**src/rtl/uart_tx_fifo_if.sv**
```systemverilog
// Byte-FIFO / transmitter hand-off bundle: producer write port plus the
// launch/done handshake toward the UART transmitter.
interface uart_tx_fifo_if #(
    parameter int ADDR_W = 4
);
    logic              wr_en;
    logic [7:0]        wr_data;
    logic              flush;
    logic              full;
    logic              empty;
    logic [ADDR_W:0]   count;
    logic              overflow;
    logic [7:0]        tx_data;
    logic              tx_en;
    logic              tx_done;
    logic              in_flight;

    modport master (
        output wr_en, wr_data, flush, tx_done,
        input  full, empty, count, overflow, tx_data, tx_en, in_flight
    );

    modport slave (
        input  wr_en, wr_data, flush, tx_done,
        output full, empty, count, overflow, tx_data, tx_en, in_flight
    );
endinterface

```
**src/rtl/uart_tx_fifo.sv**
```systemverilog
// Circular byte buffer feeding a UART transmitter one byte per frame:
// launch with a single-cycle tx_en, then hold until the transmitter's done pulse.
module uart_tx_fifo #(
    parameter int DEPTH  = 16,
    parameter int ADDR_W = 4
) (
    input  logic           clk,
    input  logic           rst,
    uart_tx_fifo_if.slave  bus
);
    typedef enum logic [1:0] {
        IDLE      = 2'd0,
        WAIT_ACK  = 2'd1,
        WAIT_DONE = 2'd2
    } state_t;

    localparam logic [ADDR_W:0] FULL_COUNT = (ADDR_W + 1)'(DEPTH);

    logic [7:0]        mem [DEPTH];
    logic [ADDR_W-1:0] wr_ptr_reg;
    logic [ADDR_W-1:0] rd_ptr_reg;
    logic [ADDR_W:0]   count_reg;
    logic [7:0]        tx_data_reg;
    logic              tx_en_reg;
    logic              tx_en_next;
    logic              in_flight_reg;
    logic              in_flight_next;
    logic              overflow_reg;
    state_t            state_reg;
    state_t            state_next;

    logic full;
    logic push;
    logic pop;

    // Full comes from the registered count, so a same-cycle pop never frees a slot for a write.
    assign full = (count_reg == FULL_COUNT);
    assign push = bus.wr_en && !full && !bus.flush;

    always_comb begin
        state_next     = state_reg;
        pop            = 1'b0;
        tx_en_next     = 1'b0;
        in_flight_next = in_flight_reg;
        case (state_reg)
            IDLE: begin
                if (count_reg != '0 && !bus.flush) begin
                    pop            = 1'b1;
                    tx_en_next     = 1'b1;
                    in_flight_next = 1'b1;
                    state_next     = WAIT_ACK;
                end
            end
            WAIT_ACK: begin
                state_next = WAIT_DONE;
            end
            WAIT_DONE: begin
                if (bus.tx_done) begin
                    in_flight_next = 1'b0;
                    state_next     = IDLE;
                end
            end
            default: begin
                state_next = IDLE;
            end
        endcase
    end

    always_ff @(posedge clk) begin
        if (rst) begin
            state_reg     <= IDLE;
            tx_en_reg     <= 1'b0;
            in_flight_reg <= 1'b0;
        end else begin
            state_reg     <= state_next;
            tx_en_reg     <= tx_en_next;
            in_flight_reg <= in_flight_next;
        end
    end

    // Storage array kept free of reset so it maps onto block RAM.
    always_ff @(posedge clk) begin
        if (!rst && push) begin
            mem[wr_ptr_reg] <= bus.wr_data;
        end
    end

    always_ff @(posedge clk) begin
        if (rst) begin
            wr_ptr_reg   <= '0;
            rd_ptr_reg   <= '0;
            count_reg    <= '0;
            tx_data_reg  <= 8'h00;
            overflow_reg <= 1'b0;
        end else begin
            overflow_reg <= bus.wr_en && full;
            if (bus.flush) begin
                rd_ptr_reg <= wr_ptr_reg;
                count_reg  <= '0;
            end else begin
                if (push) begin
                    wr_ptr_reg <= wr_ptr_reg + ADDR_W'(1);
                end
                if (pop) begin
                    rd_ptr_reg  <= rd_ptr_reg + ADDR_W'(1);
                    tx_data_reg <= mem[rd_ptr_reg];
                end
                case ({push, pop})
                    2'b10:   count_reg <= count_reg + (ADDR_W + 1)'(1);
                    2'b01:   count_reg <= count_reg - (ADDR_W + 1)'(1);
                    default: count_reg <= count_reg;
                endcase
            end
        end
    end

    assign bus.full      = full;
    assign bus.empty     = (count_reg == '0);
    assign bus.count     = count_reg;
    assign bus.overflow  = overflow_reg;
    assign bus.tx_data   = tx_data_reg;
    assign bus.tx_en     = tx_en_reg;
    assign bus.in_flight = in_flight_reg;
endmodule

```
**src/flat_wrapper.sv**
```systemverilog
// flat-port wrapper written by rule: the top's interface ports become plain ports
module uart_tx_fifo_flat 
#(
    parameter int DEPTH  = 16,
    parameter int ADDR_W = 4
)
  (clk, rst, bus_wr_en, bus_wr_data, bus_flush, bus_tx_done, bus_full, bus_empty, bus_count, bus_overflow, bus_tx_data, bus_tx_en, bus_in_flight);
  uart_tx_fifo_if #(.ADDR_W(ADDR_W)) bus_i ();
  input  logic clk;
  input  logic rst;
  input wire logic [$bits(bus_i.wr_en)-1:0] bus_wr_en;
  input wire logic [$bits(bus_i.wr_data)-1:0] bus_wr_data;
  input wire logic [$bits(bus_i.flush)-1:0] bus_flush;
  input wire logic [$bits(bus_i.tx_done)-1:0] bus_tx_done;
  output wire logic [$bits(bus_i.full)-1:0] bus_full;
  output wire logic [$bits(bus_i.empty)-1:0] bus_empty;
  output wire logic [$bits(bus_i.count)-1:0] bus_count;
  output wire logic [$bits(bus_i.overflow)-1:0] bus_overflow;
  output wire logic [$bits(bus_i.tx_data)-1:0] bus_tx_data;
  output wire logic [$bits(bus_i.tx_en)-1:0] bus_tx_en;
  output wire logic [$bits(bus_i.in_flight)-1:0] bus_in_flight;
  assign bus_i.wr_en = bus_wr_en;
  assign bus_i.wr_data = bus_wr_data;
  assign bus_i.flush = bus_flush;
  assign bus_i.tx_done = bus_tx_done;
  assign bus_full = bus_i.full;
  assign bus_empty = bus_i.empty;
  assign bus_count = bus_i.count;
  assign bus_overflow = bus_i.overflow;
  assign bus_tx_data = bus_i.tx_data;
  assign bus_tx_en = bus_i.tx_en;
  assign bus_in_flight = bus_i.in_flight;
  uart_tx_fifo #(.DEPTH(DEPTH), .ADDR_W(ADDR_W)) u_core (.clk(clk), .rst(rst), .bus(bus_i));
endmodule
```
**config.mk**
```make
export PLATFORM = sky130hd
export DESIGN_NAME = uart_tx_fifo_flat
export DESIGN_NICKNAME = d
export VERILOG_FILES = /design/src/rtl/uart_tx_fifo_if.sv /design/src/rtl/uart_tx_fifo.sv /design/src/flat_wrapper.sv
export SDC_FILE = /design/constraint.sdc
export NUM_CORES = 1
export LEC_CHECK = 0
export BUFFER_PORTS_ARGS = -buffer_cell sky130_fd_sc_hd__buf_2
export CAP_MARGIN = 40
export CORE_MARGIN = 1
export CORE_UTILIZATION = 51
export CTS_BUF_LIST = sky130_fd_sc_hd__clkbuf_16
export CTS_CLUSTER_SIZE = 16
export DETAILED_ROUTE_END_ITERATION = 10
export GPL_ROUTABILITY_DRIVEN = 0
export PLACE_DENSITY = 0.68
export SYNTH_ARGS = -nofsm -noshare
export SYNTH_HDL_FRONTEND = slang
export SYNTH_SLANG_ARGS = --single-unit
```
**constraint.sdc**
```tcl
create_clock -name clk -period 3.1 [get_ports clk]
set_input_delay 0.62 -clock clk [delete_from_list [all_inputs] [get_ports clk]]
set_output_delay 0.62 -clock clk [all_outputs]
set_load 0.02 [all_outputs]
```
## Yosys cells after proc, flatten, opt, wreduce, memory -nomap -nowiden

Memories as Yosys holds them, arrays and structs flattened. A register that Yosys moved wholly into a read port is not among the register bits.
Cells that the tools add are included.

- $add $sub $neg: 4
- $mul: 0
- Divide/modulo/power cells: 0
- Magnitude comparators: 0
- Eq/ne operators: 7
- Shift-type cells: 0
- Multiplexer cells: 13
- Bitwise logic cells: 1
- Reduce and logical (&&, ||, !) cells: 19

Operators by type and width:

| kind | count |
|---|---|
| one-hot mux 5 bit (2 select lines) | 1 |
| adder 4 x 1 -> 4 bit (second input constant) | 2 |
| two-way mux 4 bit | 2 |
| two-way mux 1 bit | 6 |
| one-hot mux 2 bit (3 select lines) | 1 |
| AND reduction 2 bit | 3 |
| nonzero test 2 bit | 3 |
| adder 5 x 1 -> 5 bit (second input constant) | 1 |
| equality test 5 bit (second input constant) | 1 |
| logical AND 1 bit | 5 |
| zero test 5 bit | 1 |
| nonzero test 5 bit | 1 |
| subtractor 5 x 1 -> 5 bit (second input constant) | 1 |
| equality test 2 x 1 -> 1 bit (second input constant) | 2 |
| equality test 2 bit (second input constant) | 2 |
| two-way mux 2 bit | 2 |
| zero test 1 bit | 3 |
| AND reduction 3 bit | 1 |
| zero test 2 bit | 1 |
| != test 2 x 1 -> 1 bit (second input constant) | 1 |
| != test 2 bit (second input constant) | 1 |
| one-hot mux 1 bit (2 select lines) | 1 |
| OR reduction 2 bit | 1 |
| inverter 1 bit | 1 |

- Bits in registers: 18
- Latch bits: 0
- Bits in writable memories: 128
- Memory bits (read-only): 0
- Input bits: 13
- Word-level logic and storage cells: 52
- Memories: 1

Memory list:

| name | words | bits a word | rd ports | clocked after Yosys merged registers in | write ports | line | source |
|---|---|---|---|---|---|---|---|
| u_core.mem | 16 | 8 | 1 | 1 | 1 | uart_tx_fifo.sv:19 | `logic [7:0] mem [DEPTH];` |

## Depth between registers and ports, before layout

Gate-level depths: netlist of the first run.

- Depth in word-level cells: 7
- Depth in mapped cells: 12

## Worst setup path after synthesis of the first run

Ideal clock, no wire load.

- Kind: flip-flop to flip-flop
- From: register u_core.count_reg[1] (netlist: u_core.bus.count[1])
- To: register u_core.count_reg[2] (netlist: u_core.bus.count[2])
- Arrival time: 2.727 ns
- Data required time: 3.030 ns
- Slack: 0.303 ns
- Cell stages (with the launch flop): 13
- Path buffers: 2
- Period minus slack after synthesis: 2.797 ns
- Cell sequence: dfxtp_1 > buf_6 > nor4_1 > a21oi_1 > inv_1 > ha_1 > clkbuf_1 > xor2_1 > ha_1 > a21oi_1 > xor2_1 > or3_1 > a21oi_1

- Cells in the longest elaborated chain, start to end: 6
- Elaborated cells between the ends (all ways): 14
- Classes of those cells: add/sub: 2; eq/ne: 3; mux: 3; reduce/logical: 6

Ends and longest elaborated chain:

| item | line | source |
|---|---|---|
| start, declared | uart_tx_fifo.sv:22 | `logic [ADDR_W:0] count_reg;` |
| start signal, assigned | uart_tx_fifo.sv:109 | `2'b10: count_reg <= count_reg + (ADDR_W + 1)'(1);` |
| start signal, assigned | uart_tx_fifo.sv:110 | `2'b01: count_reg <= count_reg - (ADDR_W + 1)'(1);` |
| start signal, assigned | uart_tx_fifo.sv:111 | `default: count_reg <= count_reg;` |
| nonzero test 5 bit or equality test 5 bit (tied branches) | uart_tx_fifo.sv:47, uart_tx_fifo.sv:37 |  |
| logical AND 1 bit or zero test 1 bit (tied branches) | uart_tx_fifo.sv:47, uart_tx_fifo.sv:38 |  |
| two-way mux 1 bit or logical AND 1 bit (tied branches) | uart_tx_fifo.sv:47, uart_tx_fifo.sv:38 |  |
| two-way mux 1 bit or logical AND 1 bit (tied branches) | uart_tx_fifo.sv:45, uart_tx_fifo.sv:38 |  |
| equality test 2 x 1 -> 1 bit or equality test 2 bit (tied branches) | uart_tx_fifo.sv:108 | `case ({push, pop})` |
| one-hot mux 5 bit (2 select lines) or nonzero test 2 bit (tied branches) | -- |  |

Parallel ways exist; a longest one is shown, timed or not.
A chain may end at the register's enable or synchronous reset.

## Final worst setup path of the first run

- From: register u_core.count_reg[1] (netlist: u_core.bus.count[1])
- To: register u_core.count_reg[3] (netlist: u_core.bus.count[3])

- Cells in the longest elaborated chain, start to end: 6
- Elaborated cells between the ends (all ways): 14
- Classes of those cells: add/sub: 2; eq/ne: 3; mux: 3; reduce/logical: 6

Ends and longest elaborated chain:

| item | line | source |
|---|---|---|
| nonzero test 5 bit * | uart_tx_fifo.sv:47 | `if (count_reg != '0 && !bus.flush) begin` |
| logical AND 1 bit * | uart_tx_fifo.sv:47 |  |
| two-way mux 1 bit * | uart_tx_fifo.sv:47 |  |
| two-way mux 1 bit * | uart_tx_fifo.sv:45 | `case (state_reg)` |
| net u_core.pop | uart_tx_fifo.sv:34 | `logic pop;` |
| equality test 2 x 1 -> 1 bit or equality test 2 bit (tied branches) | uart_tx_fifo.sv:108 |  |
| one-hot mux 5 bit (2 select lines) or nonzero test 2 bit (tied branches) | -- |  |

Mark *: on every way through the listed nets, which the timed path passes. The rest lies on a longest branch.

==> Flow_metrics.wiki, run 1 <==
{| class="wikitable"
! Metric !! Value
|-
| Initial antenna violation count || 0
|-
| # IOs || 31
|-
| Clock tree from TritonCTS || done
|-
| Number of gates resized after CTS || 0
|-
| Clock root cell || sky130_fd_sc_hd__clkbuf_16
|-
| Final standard cell area without fillers || 0.00728 mm²
|-
| Leakage power summed over all cells || 2.46 nW
|-
| Reg2Reg Capture Point || u_core.bus.count[3]
|-
| Met2 Resource Use GR || 0.321
|-
| H-tree depth reported by CTS || 4
|-
| Area added between synthesis and finish || 15.9%
|-
| Post-CTS setup repair buffer count || 0
|-
| Cell count after synthesis || 386
|-
| Top Family by Delay on Critical Path || simple AND/OR/NAND/NOR gates
|-
| Worst Hold End || u_core.bus.overflow
|-
| Met1 track utilization from global routing || 0.284
|-
| Routed vias/inst || 5.81
|-
| Global routing met3 resource utilization || 0.0514
|-
| R2r setup slk || 0.39 ns
|-
| Count of buffering cells on the critical path with inverters included || 2
|-
| Number of buffers on the longest clock path || 2
|-
| Floorplan Core Area || 0.0120 mm²
|-
| Routed length per instance || 20.5 µm
|-
| Insertion delay to the later sink of the worst-skew pair || 0.42 ns
|-
| Portion of the post-synthesis area used by sequential elements || 0.694
|-
| Combinational share of power || 0.045
|-
| Headroom to the max-slew limit || 0.499
|-
| Antenna diode instance count || 0
|-
| Number of CTS-inserted buffers || 17
|-
| Worst-case clock skew || 0.00751 ns
|-
| Crit-path max cell delay || 0.59 ns
|-
| Warnings from Yosys || 0
|-
| Arrival time reported for the critical path endpoint || 3.07 ns
|-
| Total of hold buffers inserted after clock tree synthesis || 0
|-
| Register share of total power || 0.504
|-
| Fmax achieved || 0.369 GHz
|-
| Critical path class || reg2reg
|-
| Shortest clock period the worst path allows after layout || 2.71 ns
|-
| Number of placed cells counting well taps || 564
|-
| Launching element type of the critical path || flop
|-
| Register bit total from synthesis || 154
|-
| Async S/R FF share, synth || 0
|-
| Maximum fanout count along the critical path || 10
|-
| Total Negative Setup Slacks || 0 ns
|-
| Instance area at placement || 0.00670 mm²
|-
| Cell Chain, Critical Path || or4_4 > o21ai_4 > inv_2 > ha_1 > ha_1 > inv_1 > or3_1 > or3_1 > nand3_1
|-
| Die width || 113 µm
|-
| Core Rows || 40
|-
| Number of instances on the worst hold path || 2
|-
| Largest net degree at the start of global routing || 30
|-
| Largest voltage drop on the vdd net || 386 µV
|-
| Largest cells by area after synthesis || sky130_fd_sc_hd__edfxtp_1 (61%), sky130_fd_sc_hd__mux4_2 (9.3%), sky130_fd_sc_hd__dfxtp_1 (8.3%), sky130_fd_sc_hd__mux2i_1 (4.0%), sky130_fd_sc_hd__ha_1 (1.8%)
|-
| Slew at the pin with the worst max-slew slack || 0.751 ns
|-
| Setup violation total in the final timing report || 0
|-
| Net switching power of the design || 0.000976 W
|-
| Final core area utilization || 0.606
|-
| Number of vias in the routed layout || 3464
|-
| Wire length of the first global-routing pass || 19.1 mm
|-
| Unrepaired setup endpoints after global routing || no
|-
| Most utilized layer in the global route result || met2
|-
| Run status || finished clean
|-
| DRC viols || 0
|-
| Fraction of power spent switching nets || 0.216
|-
| Post-DRT Antenna Nets || 0
|-
| Number of detailed-routing iterations run before antenna repair || 4
|-
| Total overflow reported by the global router || 0
|-
| Period utilization || 0.874
|-
| Num Clock Sinks || 154
|-
| Final hold vios || 0
|-
| Fraction of layout cells with a size suffix above 1 || 0.258
|-
| Die Span Y || 113 µm
|-
| Die area || 0.0128 mm²
|-
| Portion of total power attributed to the clock network || 0.452
|-
| Combined area of all synthesized cells || 0.00629 mm²
|-
| CP max-delay cell || sky130_fd_sc_hd__or4_4
|-
| Final cell count without fillers || 596
|-
| Reg clk slew, reported paths || 0.06 ns
|-
| Most area-hungry cell type in the Yosys netlist || sky130_fd_sc_hd__edfxtp_1
|-
| HPWL reported at the end of detailed placement || 7.78 mm
|-
| Max reg flops || 128
|-
| Critical hold path startpoint || bus_wr_en
|-
| Max-slew violation count || 0
|-
| Depth of the most critical reg-to-reg path || 9
|-
| Data required time at the worst endpoint || 3.46 ns
|-
| Layout fillers || 881
|-
| GRT Total Usage || 0.209
|-
| Type of destination of the critical path || flop
|-
| Effective utilization at floorplan || 0.523
|-
| Number of nets in the final layout || 458
|-
| Areal power density over the cells || 620 mW/mm²
|-
| Starting DRC count in detailed routing || 230
|-
| Sum of internal, switching and leakage power || 0.00451 W
|-
| Vias in the first global route || 3491
|-
| Type of the worst min-delay path || in2reg
|-
| Main synth FF type || sky130_fd_sc_hd__edfxtp_1
|-
| Net count after synthesis || 408
|-
| Internal Pwr Total || 0.00354 W
|-
| Post-detailed-routing wire length || 12.2 mm
|-
| Number of enable flip-flop cells after synthesis || 128
|-
| Count of maximum capacitance violations || 0
|-
| Port Buffer Count || 30
|-
| Worst r2r src || u_core.bus.count[1]
|-
| Share of the synthesized area in the top cell type || 0.611
|-
| Average instance area after synthesis || 16.3 µm²
|-
| Count of unique library cells instantiated by Yosys || 44
|}
synthesized netlist by cell type (2+ instances only):
cell type,number
sky130_fd_sc_hd__nor4_1,2
sky130_fd_sc_hd__nand2b_1,4
sky130_fd_sc_hd__o221ai_1,5
sky130_fd_sc_hd__edfxtp_1,128
sky130_fd_sc_hd__mux4_2,26
sky130_fd_sc_hd__or3_1,6
sky130_fd_sc_hd__buf_2,6
sky130_fd_sc_hd__nor2_1,29
sky130_fd_sc_hd__buf_1,4
sky130_fd_sc_hd__ha_1,9
sky130_fd_sc_hd__or3b_2,2
sky130_fd_sc_hd__nand2_1,10
sky130_fd_sc_hd__xnor2_1,4
sky130_fd_sc_hd__nand3b_1,8
sky130_fd_sc_hd__nor2b_1,3
sky130_fd_sc_hd__nand3_1,6
sky130_fd_sc_hd__mux2i_1,25
sky130_fd_sc_hd__xor2_1,4
sky130_fd_sc_hd__a211o_1,3
sky130_fd_sc_hd__a211oi_1,9
sky130_fd_sc_hd__a21oi_1,11
sky130_fd_sc_hd__a21o_1,2
sky130_fd_sc_hd__inv_1,11
sky130_fd_sc_hd__clkbuf_1,11
sky130_fd_sc_hd__o22ai_1,6
sky130_fd_sc_hd__o21ai_0,3
sky130_fd_sc_hd__dfxtp_1,26
sky130_fd_sc_hd__nor3_1,7
layout make-up:
cell class | count | area, µm² | share of cell area
inverter | 12 | 45.0 | 0.00618
tap | 147 | 184 | 0.0253
multi-input combinational | 197 | 1770 | 0.243
timing repair buffer | 54 | 330 | 0.0454
clock buffer | 17 | 425 | 0.0584
clock inverter | 15 | 161 | 0.0222
sequential | 154 | 4370 | 0.599
cells by family after synthesis:
kind of cell | count (synthesis) | synth area share
compound gates | 47 | 0.0529
xor+xnor | 8 | 0.0111
fa+ha+maj | 9 | 0.0179
buf+inv | 35 | 0.0239
flops | 154 | 0.694
mux | 51 | 0.133
simple gates | 82 | 0.0669
how the worst max path moves through the flow:
stage | depth (start not counted) | end | slack (ns) | startpoint
global placement | 10 | u_core.bus.count[3] | 0.37 | bus_flush
detailed placement | 11 | u_core.bus.count[2] | 0.28 | bus_flush
finish | 9 | u_core.bus.count[3] | 0.39 | u_core.bus.count[1]
floorplan | 12 | u_core.bus.count[2] | 0.30 | u_core.bus.count[1]
CTS | 9 | u_core.bus.count[3] | 0.40 | u_core.bus.count[1]
global route | 10 | u_core.bus.count[4] | 0.22 | u_core.bus.count[1]
power by group through the flow:
stage               registers (W)  clock network (W)  logic (W)
floorplan                 0.00232                  0   0.000126
global placement          0.00232                  0   0.000196
detailed placement        0.00232                  0   0.000201
CTS                       0.00227            0.00207   0.000202
global route              0.00227            0.00214   0.000219
finish                    0.00227            0.00204   0.000201
layout by cell type (no fill, tap or decap), drive strengths merged, types with 2 or more instances in the layout:
cell and n:
nand2b 4, buf 54, a21oi 11, clkinv 6, nor2 29, nor3 7, a21o 2, nand2 10
dfxtp 26, nor4 2, o221ai 5, mux2i 25, or3 6, nor2b 3, o21ai 4, xnor2 4
inv 19, o22ai 6, nand3 6, clkbuf 17, a211o 3, a211oi 9, nand3b 8, mux4 26
or3b 2, ha 9, xor2 4, edfxtp 128, bufinv 2
routing by layer:
metal / routed length [µm] / share of wire
met4: 229 / 0.019
met1: 5640 / 0.46
met2: 5820 / 0.48
met5: 0 / 0
met3: 529 / 0.043
worst reg2reg max path: cells and delay by family (launching register included):
family / cells / cell delay (ns)
simple gates: 4 / 1.31
flops: 1 / 0.40
compound gates: 1 / 0.16
buf+inv: 2 / 0.11
fa+ha+maj: 2 / 0.67
per-stage QoR:
step                      setup WS (ns)  hold WS, ns
final                             0.389        0.479
after global routing              0.215        0.478
after CTS                         0.401        0.462
after detailed placement          0.276        0.480
after global placement            0.368        0.464
after floorplan                   0.303        0.475
No activity file was read; power rests on OpenSTA's default activity.
==> run 2: changes to the inputs <==
Settings changed: ABC_AREA set to 1, CORE_UTILIZATION 51 to 50, PLACE_DENSITY 0.68 to 0.67.
==> Flow_metrics.wiki, run 2 <==
{| class="wikitable"
! Metric !! Value
|-
| Most common cell in the netlist || sky130_fd_sc_hd__nand2_1
|-
| Number of detailed-routing iterations run before antenna repair || 5 (+1)
|-
| Cell Chain, Critical Path || inv_1 > nand4_1 > nand3_2 > ha_1 > ha_1 > inv_1 > o21bai_1 > inv_1 > nand2_1 > nand2_1 > nand2_1 > nand2_1 > a21oi_1
|-
| Synth cell count leaders || sky130_fd_sc_hd__nand2_1 (240), sky130_fd_sc_hd__edfxtp_1 (128), sky130_fd_sc_hd__nand3_1 (99), sky130_fd_sc_hd__inv_1 (97), sky130_fd_sc_hd__nor2_1 (29)
|-
| Instance area at placement || 0.00709 mm² (+5.9%)
|-
| Max reg flops || 128 (unchanged)
|-
| Type of destination of the critical path || flop
|-
| Num Clock Sinks || 154 (unchanged)
|-
| Number of CTS-inserted buffers || 17 (unchanged)
|-
| Fmax achieved || 0.432 GHz (+17%)
|-
| Final hold vios || 0 (unchanged)
|-
| Routed vias/inst || 5.28 (-9.1%)
|-
| Most area-hungry cell type in the Yosys netlist || sky130_fd_sc_hd__edfxtp_1
|-
| Share of the synthesized area in the top cell type || 0.563 (-0.0484)
|-
| CP max-delay cell || sky130_fd_sc_hd__dfxtp_1
|-
| Commonest non-fill, non-tap cells in the layout || sky130_fd_sc_hd__nand2_1 (240), sky130_fd_sc_hd__edfxtp_1 (128), sky130_fd_sc_hd__inv_1 (101), sky130_fd_sc_hd__nand3_1 (99), sky130_fd_sc_hd__buf_2 (30)
|-
| Net count after synthesis || 727 (+78%)
|-
| Total of hold buffers inserted after clock tree synthesis || 0 (unchanged)
|-
| Shortest clock period the worst path allows after layout || 2.31 ns (-0.397 ns)
|-
| Slew at the pin with the worst max-slew slack || 0.674 ns (-0.0772 ns)
|-
| Crit-path max cell delay || 0.41 ns (-0.18 ns)
|-
| Critical Path Source || u_core.bus.count[1]
|-
| Max-slew violation count || 0 (unchanged)
|-
| Leakage power summed over all cells || 3.31 nW (+35%)
|-
| Maximum fanout count along the critical path || 9 (-1)
|-
| Async S/R FF share, synth || 0 (unchanged)
|-
| Combined area of all synthesized cells || 0.00683 mm² (+8.6%)
|-
| Die area || 0.0141 mm² (+11%)
|-
| Worst r2r src || u_core.bus.count[1]
|-
| Count of unique library cells instantiated by Yosys || 31 (-30%)
|-
| Post-DRT Antenna Nets || 0 (unchanged)
|-
| Number of buffers on the longest clock path || 2 (unchanged)
|-
| Most repeated library cell on the critical path || sky130_fd_sc_hd__nand2_1
|-
| Total Negative Setup Slacks || 0 ns (unchanged)
|-
| Antenna diode instance count || 0 (unchanged)
|-
| GRT Total Usage || 0.234 (+0.0254)
|-
| Vias in the first global route || 4542 (+30%)
|-
| Number of instances on the worst hold path || 3 (+1)
|-
| Average instance area after synthesis || 9.68 µm² (-41%)
|-
| Largest voltage drop on the vdd net || 418 µV (+8.3%)
|-
| Port Buffer Count || 30 (unchanged)
|-
| Warnings from Yosys || 0 (unchanged)
|-
| Launching element type of the critical path || flop
|-
| Final standard cell area without fillers || 0.00766 mm² (+5.2%)
|-
| Unrepaired setup endpoints after global routing || no
|-
| Depth of the most critical reg-to-reg path || 13 (+4)
|-
| Clock tree from TritonCTS || done
|-
| Critical hold path startpoint || bus_wr_en
|-
| Cell count after synthesis || 705 (+83%)
|-
| Sum of internal, switching and leakage power || 0.00477 W (+5.8%)
|-
| Wire length of the first global-routing pass || 24.2 mm (+27%)
|-
| Die width || 119 µm (+5.2%)
|-
| Die Span Y || 119 µm (+5.2%)
|-
| Largest net degree at the start of global routing || 68 (+130%)
|-
| Type of the worst min-delay path || in2reg
|-
| Largest cells by area after synthesis || sky130_fd_sc_hd__edfxtp_1 (56%), sky130_fd_sc_hd__nand2_1 (13%), sky130_fd_sc_hd__dfxtp_1 (7.6%), sky130_fd_sc_hd__nand3_1 (7.3%), sky130_fd_sc_hd__inv_1 (5.3%)
|-
| Count of maximum capacitance violations || 0 (unchanged)
|-
| Run status || finished clean
|-
| Data required time at the worst endpoint || 3.46 ns (about the same)
|-
| Number of vias in the routed layout || 4850 (+40%)
|-
| Number of gates resized after CTS || 0 (unchanged)
|-
| HPWL reported at the end of detailed placement || 9.91 mm (+27%)
|-
| Routed length per instance || 16.8 µm (-18%)
|-
| Effective utilization at floorplan || 0.513 (-0.00988)
|-
| Setup violation total in the final timing report || 0 (unchanged)
|-
| # IOs || 31 (unchanged)
|-
| Fraction of layout cells with a size suffix above 1 || 0.0957 (-0.163)
|-
| Post-CTS setup repair buffer count || 0 (unchanged)
|-
| DRC viols || 0 (unchanged)
|-
| Area added between synthesis and finish || 12.2%
|-
| Floorplan Core Area || 0.0133 mm² (+11%)
|-
| Critical path class || reg2reg
|-
| Headroom to the max-slew limit || 0.551 (+0.0515)
|-
| Commonest non-fill, non-tap cell in the layout || sky130_fd_sc_hd__nand2_1
|-
| Post-detailed-routing wire length || 15.4 mm (+26%)
|-
| Register bit total from synthesis || 154 (unchanged)
|-
| Insertion delay to the later sink of the worst-skew pair || 0.42 ns (about the same)
|-
| Portion of the post-synthesis area used by sequential elements || 0.639 (-0.0550)
|-
| H-tree depth reported by CTS || 4 (unchanged)
|-
| Main synth FF type || sky130_fd_sc_hd__edfxtp_1
|-
| Worst-case clock skew || 0.00667 ns (-0.000837 ns)
|-
| Areal power density over the cells || 623 mW/mm² (+0.61%)
|-
| Initial antenna violation count || 1 (+1)
|-
| Number of enable flip-flop cells after synthesis || 128 (unchanged)
|-
| Total overflow reported by the global router || 0 (unchanged)
|-
| Core Rows || 42 (+5.0%)
|-
| Reg clk slew, reported paths || 0.06 ns (about the same)
|-
| Number of nets in the final layout || 753 (+64%)
|-
| Starting DRC count in detailed routing || 446 (+94%)
|-
| Period utilization || 0.746 (-0.128)
|-
| Clock root cell || sky130_fd_sc_hd__clkbuf_16
|-
| Arrival time reported for the critical path endpoint || 2.67 ns (-0.40 ns)
|}
==> run 2: layer usage <==
layer / vias up / routed length (µm) / track usage / part of all wire
li1: 2334 / - / - / -
met1: 2273 / 6790 / 0.316 / 0.44
met2: 210 / 6940 / 0.352 / 0.45
met3: 33 / 1170 / 0.0599 / 0.076
met4: 0 / 505 / 0.119 / 0.033
met5: - / 0 / 0 / 0
==> run 2: metrics by stage <==
step,hold WS [ns],setup slack [ns],cells,utilization
4_1_cts,0.435,0.778,918,0.576
6_report,0.447,0.786,918,0.576
3_3_place_gp,0.447,0.697,887,0.532
2_1_floorplan,0.440,0.686,705,-
5_1_grt,0.436,0.567,918,0.576
3_5_place_dp,0.466,0.612,888,0.534
==> run 2: path summary, 6_finish.rpt <==
check | slack (ns) | end
setup / recovery | 0.79 | u_core.bus.count[4]
hold / removal | 0.45 | u_core.bus.overflow
setup reg to reg | 0.79 | u_core.bus.count[4]
hold reg to reg | 0.47 | u_core.state_reg[1]
==> run 2: cells by family (layout without fill, tap and decap cells) <==
| logic type | Yosys count | count (layout) | synth area share |
|---|---|---|---|
| AO/OA/AOI/OAI | 30 | 30 | 0.0264 |
| flip-flops | 154 | 154 | 0.639 |
| buffers and inverters | 130 | 167 | 0.0794 |
| AND/OR/NAND/NOR | 376 | 376 | 0.231 |
| adder cells (fa/ha/maj) | 9 | 9 | 0.0165 |
| XOR/XNOR | 6 | 6 | 0.00770 |
==> run 2: critical path, delay by kind of cell, from the launching register on <==
| kind | cells | cell delay (ns) |
|---|---|---|
| flip-flops | 1 | 0.41 |
| adder cells (fa/ha/maj) | 2 | 0.71 |
| buffers and inverters | 3 | 0.25 |
| AND/OR/NAND/NOR | 6 | 0.62 |
| AO/OA/AOI/OAI | 2 | 0.26 |
==> run 2: layout make-up <==
type / instances / area [µm²]
clock buffer: 17 / 425
tap: 176 / 220
timing repair buffer: 37 / 210
sequential: 154 / 4370
clock inverter: 13 / 140
inverter: 100 / 377
multi-input combinational: 421 / 1920
fill: 1123 / 5640
==> run 2: power by group <==
group / internal [W] / total (W) / switching, W
sequential: 0.00228 / 0.00230 / 0.0000239
combinational: 0.000143 / 0.000482 / 0.000339
clock: 0.00124 / 0.00199 / 0.000756
total: 0.00366 / 0.00477 / 0.00112
==> run 3: changes to the inputs <==
Settings changed: ABC_AREA 1 to 0, PLACE_DENSITY 0.67 to 0.7.
Clock period 3.1 ns to 1.89 ns, I/O delays scaled along.
==> Flow_metrics.wiki, run 3 (synthesized netlist as in run 1, its figures left out) <==
{| class="wikitable"
! Metric !! Value
|-
| Count of maximum capacitance violations || 0 (unchanged)
|-
| Initial antenna violation count || 0 (-1)
|-
| Clock root cell || sky130_fd_sc_hd__clkbuf_16
|-
| Slew at the pin with the worst max-slew slack || 0.410 ns (-0.264 ns)
|-
| Post-DRT Antenna Nets || 0 (unchanged)
|-
| Number of nets in the final layout || 506 (-33%)
|-
| Die width || 114 µm (-4.0%)
|-
| GRT Total Usage || 0.224 (-0.0101)
|-
| Vias in the first global route || 3798 (-16%)
|-
| Failing checks || setup timing
|-
| Commonest non-fill, non-tap cell in the layout || sky130_fd_sc_hd__edfxtp_1
|-
| Floorplan Core Area || 0.0121 mm² (-8.9%)
|-
| Antenna diode instance count || 0 (unchanged)
|-
| Number of buffers on the longest clock path || 2 (unchanged)
|-
| Starting DRC count in detailed routing || 222 (-50%)
|-
| Fraction of layout cells with a size suffix above 1 || 0.425 (+0.329)
|-
| Layout fillers || 799 (-29%)
|-
| Port Buffer Count || 30 (unchanged)
|-
| Post-detailed-routing wire length || 13.6 mm (-11%)
|-
| Total of hold buffers inserted after clock tree synthesis || 0 (unchanged)
|-
| Clock tree from TritonCTS || done
|-
| Areal power density over the cells || 886 mW/mm² (+42%)
|-
| Leakage power summed over all cells || 2.76 nW (-16%)
|-
| Wire length of the first global-routing pass || 20.7 mm (-15%)
|-
| Worst slack at placement || -0.512 ns (-1.12 ns)
|-
| Maximum fanout count along the critical path || 3 (-6)
|-
| Cell Chain, Critical Path || or4_4 > o21ai_4 > inv_4 > ha_4 > ha_4 > inv_2 > or3_1 > or3_1 > nand3_1
|-
| Area added between synthesis and finish || 30.9%
|-
| Period utilization || 1.26 (+0.514)
|-
| # IOs || 31 (unchanged)
|-
| Num Clock Sinks || 154 (unchanged)
|-
| DRC viols || 0 (unchanged)
|-
| Largest net degree at the start of global routing || 30 (-56%)
|-
| Number of CTS-inserted buffers || 17 (unchanged)
|-
| Critical path class || reg2reg
|-
| Insertion delay to the later sink of the worst-skew pair || 0.43 ns (about the same)
|-
| Largest voltage drop on the vdd net || 611 µV (+46%)
|-
| HPWL reported at the end of detailed placement || 8.65 mm (-13%)
|-
| Setup ws final || -0.492 ns (-1.28 ns)
|-
| Data required time at the worst endpoint || 2.25 ns (-1.21 ns)
|-
| CP max-delay cell || sky130_fd_sc_hd__or4_4
|-
| Shortest clock period the worst path allows after layout || 2.38 ns (+0.0682 ns)
|-
| Die area || 0.0130 mm² (-7.8%)
|-
| Type of the worst min-delay path || in2reg
|-
| Unrepaired setup endpoints after global routing || yes
|-
| Core Rows || 40 (-4.8%)
|-
| Routed vias/inst || 5.65 (+6.9%)
|-
| Number of detailed-routing iterations run before antenna repair || 5 (unchanged)
|-
| H-tree depth reported by CTS || 4 (unchanged)
|-
| Total overflow reported by the global router || 0 (unchanged)
|-
| Max-slew violation count || 0 (unchanged)
|-
| Total Negative Setup Slacks || -4.73 ns (-4.73 ns)
|-
| Type of destination of the critical path || flop
|-
| Reg clk slew, reported paths || 0.06 ns (about the same)
|-
| Final hold vios || 0 (unchanged)
|-
| Crit-path max cell delay || 0.56 ns (+0.15 ns)
|-
| Setup violation total in the final timing report || 47 (+47)
|-
| Run status || finished with violations
|-
| Fmax achieved || 0.420 GHz (-2.9%)
|-
| Arrival time reported for the critical path endpoint || 2.75 ns (+0.08 ns)
|-
| Launching element type of the critical path || flop
|-
| Worst-case clock skew || 0.00612 ns (-0.000548 ns)
|-
| Headroom to the max-slew limit || 0.727 (+0.176)
|-
| Final hold slack || 0.225 ns (-0.222 ns)
|-
| Effective utilization at floorplan || 0.519 (+0.00555)
|-
| Number of vias in the routed layout || 3757 (-23%)
|-
| Max reg flops || 128 (unchanged)
|-
| Routed length per instance || 20.5 µm (+22%)
|-
| Commonest non-fill, non-tap cells in the layout || sky130_fd_sc_hd__edfxtp_1 (128), sky130_fd_sc_hd__buf_4 (40), sky130_fd_sc_hd__buf_2 (28), sky130_fd_sc_hd__mux4_2 (26), sky130_fd_sc_hd__mux2i_1 (25)
|-
| Die Span Y || 114 µm (-4.0%)
|-
| Final core area utilization || 0.679 (+0.103)
|}
-- run 3: cell types whose count changed in the layout (fill, tap and decap cells not counted), sizes merged, moves of 7 or more --
cell    before  now
nor3         0    7
nand3b       1    8
nand2      241   10
nand3      101    6
buf         37  102
mux4         0   26
mux2i        0   25
inv        102   16
a211oi       2    9
o21a         8    0
-- run 3: final cells by class --
class                   count  area (µm²)  share of cell area
clock inverters            15         114              0.0138
well taps                 168         210              0.0256
repair buffers            102         927               0.113
inverters                  12        47.5             0.00578
flip-flops and latches    154        4370               0.532
clock buffers              17         425              0.0517
multi-input cells         197        2130               0.259
-- run 3: critical path: cells and delay by family (launching register included) --
family | cells | cell delay (ns)
and+or+nand+nor | 4 | 1.29
DFF | 1 | 0.32
adders and majority gates | 2 | 0.44
buffers and inverters | 2 | 0.09
AOI/OAI and AO/OA | 1 | 0.17
-- run 3: timing repair --
item                       4_1_cts  5_1_grt
pin swaps                        4       11
resized for setup               17       60
setup endpoints to repair      133      131
buffers inserted                 2       13
gates cloned                     0        0
-- run 3: stage by stage --
| step | cells | total power (W) | instance area (µm²) |
|---|---|---|---|
| 3_3_place_gp | 618 | 0.00417 | 7220 |
| 6_report | 665 | 0.00729 | 8230 |
| 2_1_floorplan | 386 | 0.00402 | 6430 |
| 5_1_grt | 665 | 0.00747 | 8230 |
| 3_5_place_dp | 618 | 0.00418 | 7220 |
| 4_1_cts | 652 | 0.00726 | 7860 |
-- run 3: per-layer routing --
metal | wire (µm) | track usage | vias to the layer above
li1 | - | - | 1702
met1 | 5720 | 0.291 | 1924
met2 | 7020 | 0.364 | 109
met3 | 606 | 0.0513 | 22
met4 | 298 | 0.100 | 0
met5 | 0 | 0 | -
-- run 3: path summary, 6_finish.rpt --
path	start	end	slack, ns	cells past startpoint
worst min-delay path	bus_wr_en	u_core.bus.overflow	0.23	2
worst min register to register	u_core.bus.in_flight	u_core.bus.in_flight	0.51	2
worst max-delay path	u_core.bus.count[0]	u_core.bus.count[3]	-0.49	9
worst max register to register	u_core.bus.count[0]	u_core.bus.count[3]	-0.49	9
-- run 3: where the power goes --
group / leakage, nW / switching, W / internal (W)
logic: 1.13 / 0.000258 / 0.000216
clock network: 0.272 / 0.00132 / 0.00178
registers: 1.37 / 0.0000205 / 0.00370
total: 2.76 / 0.00160 / 0.00570
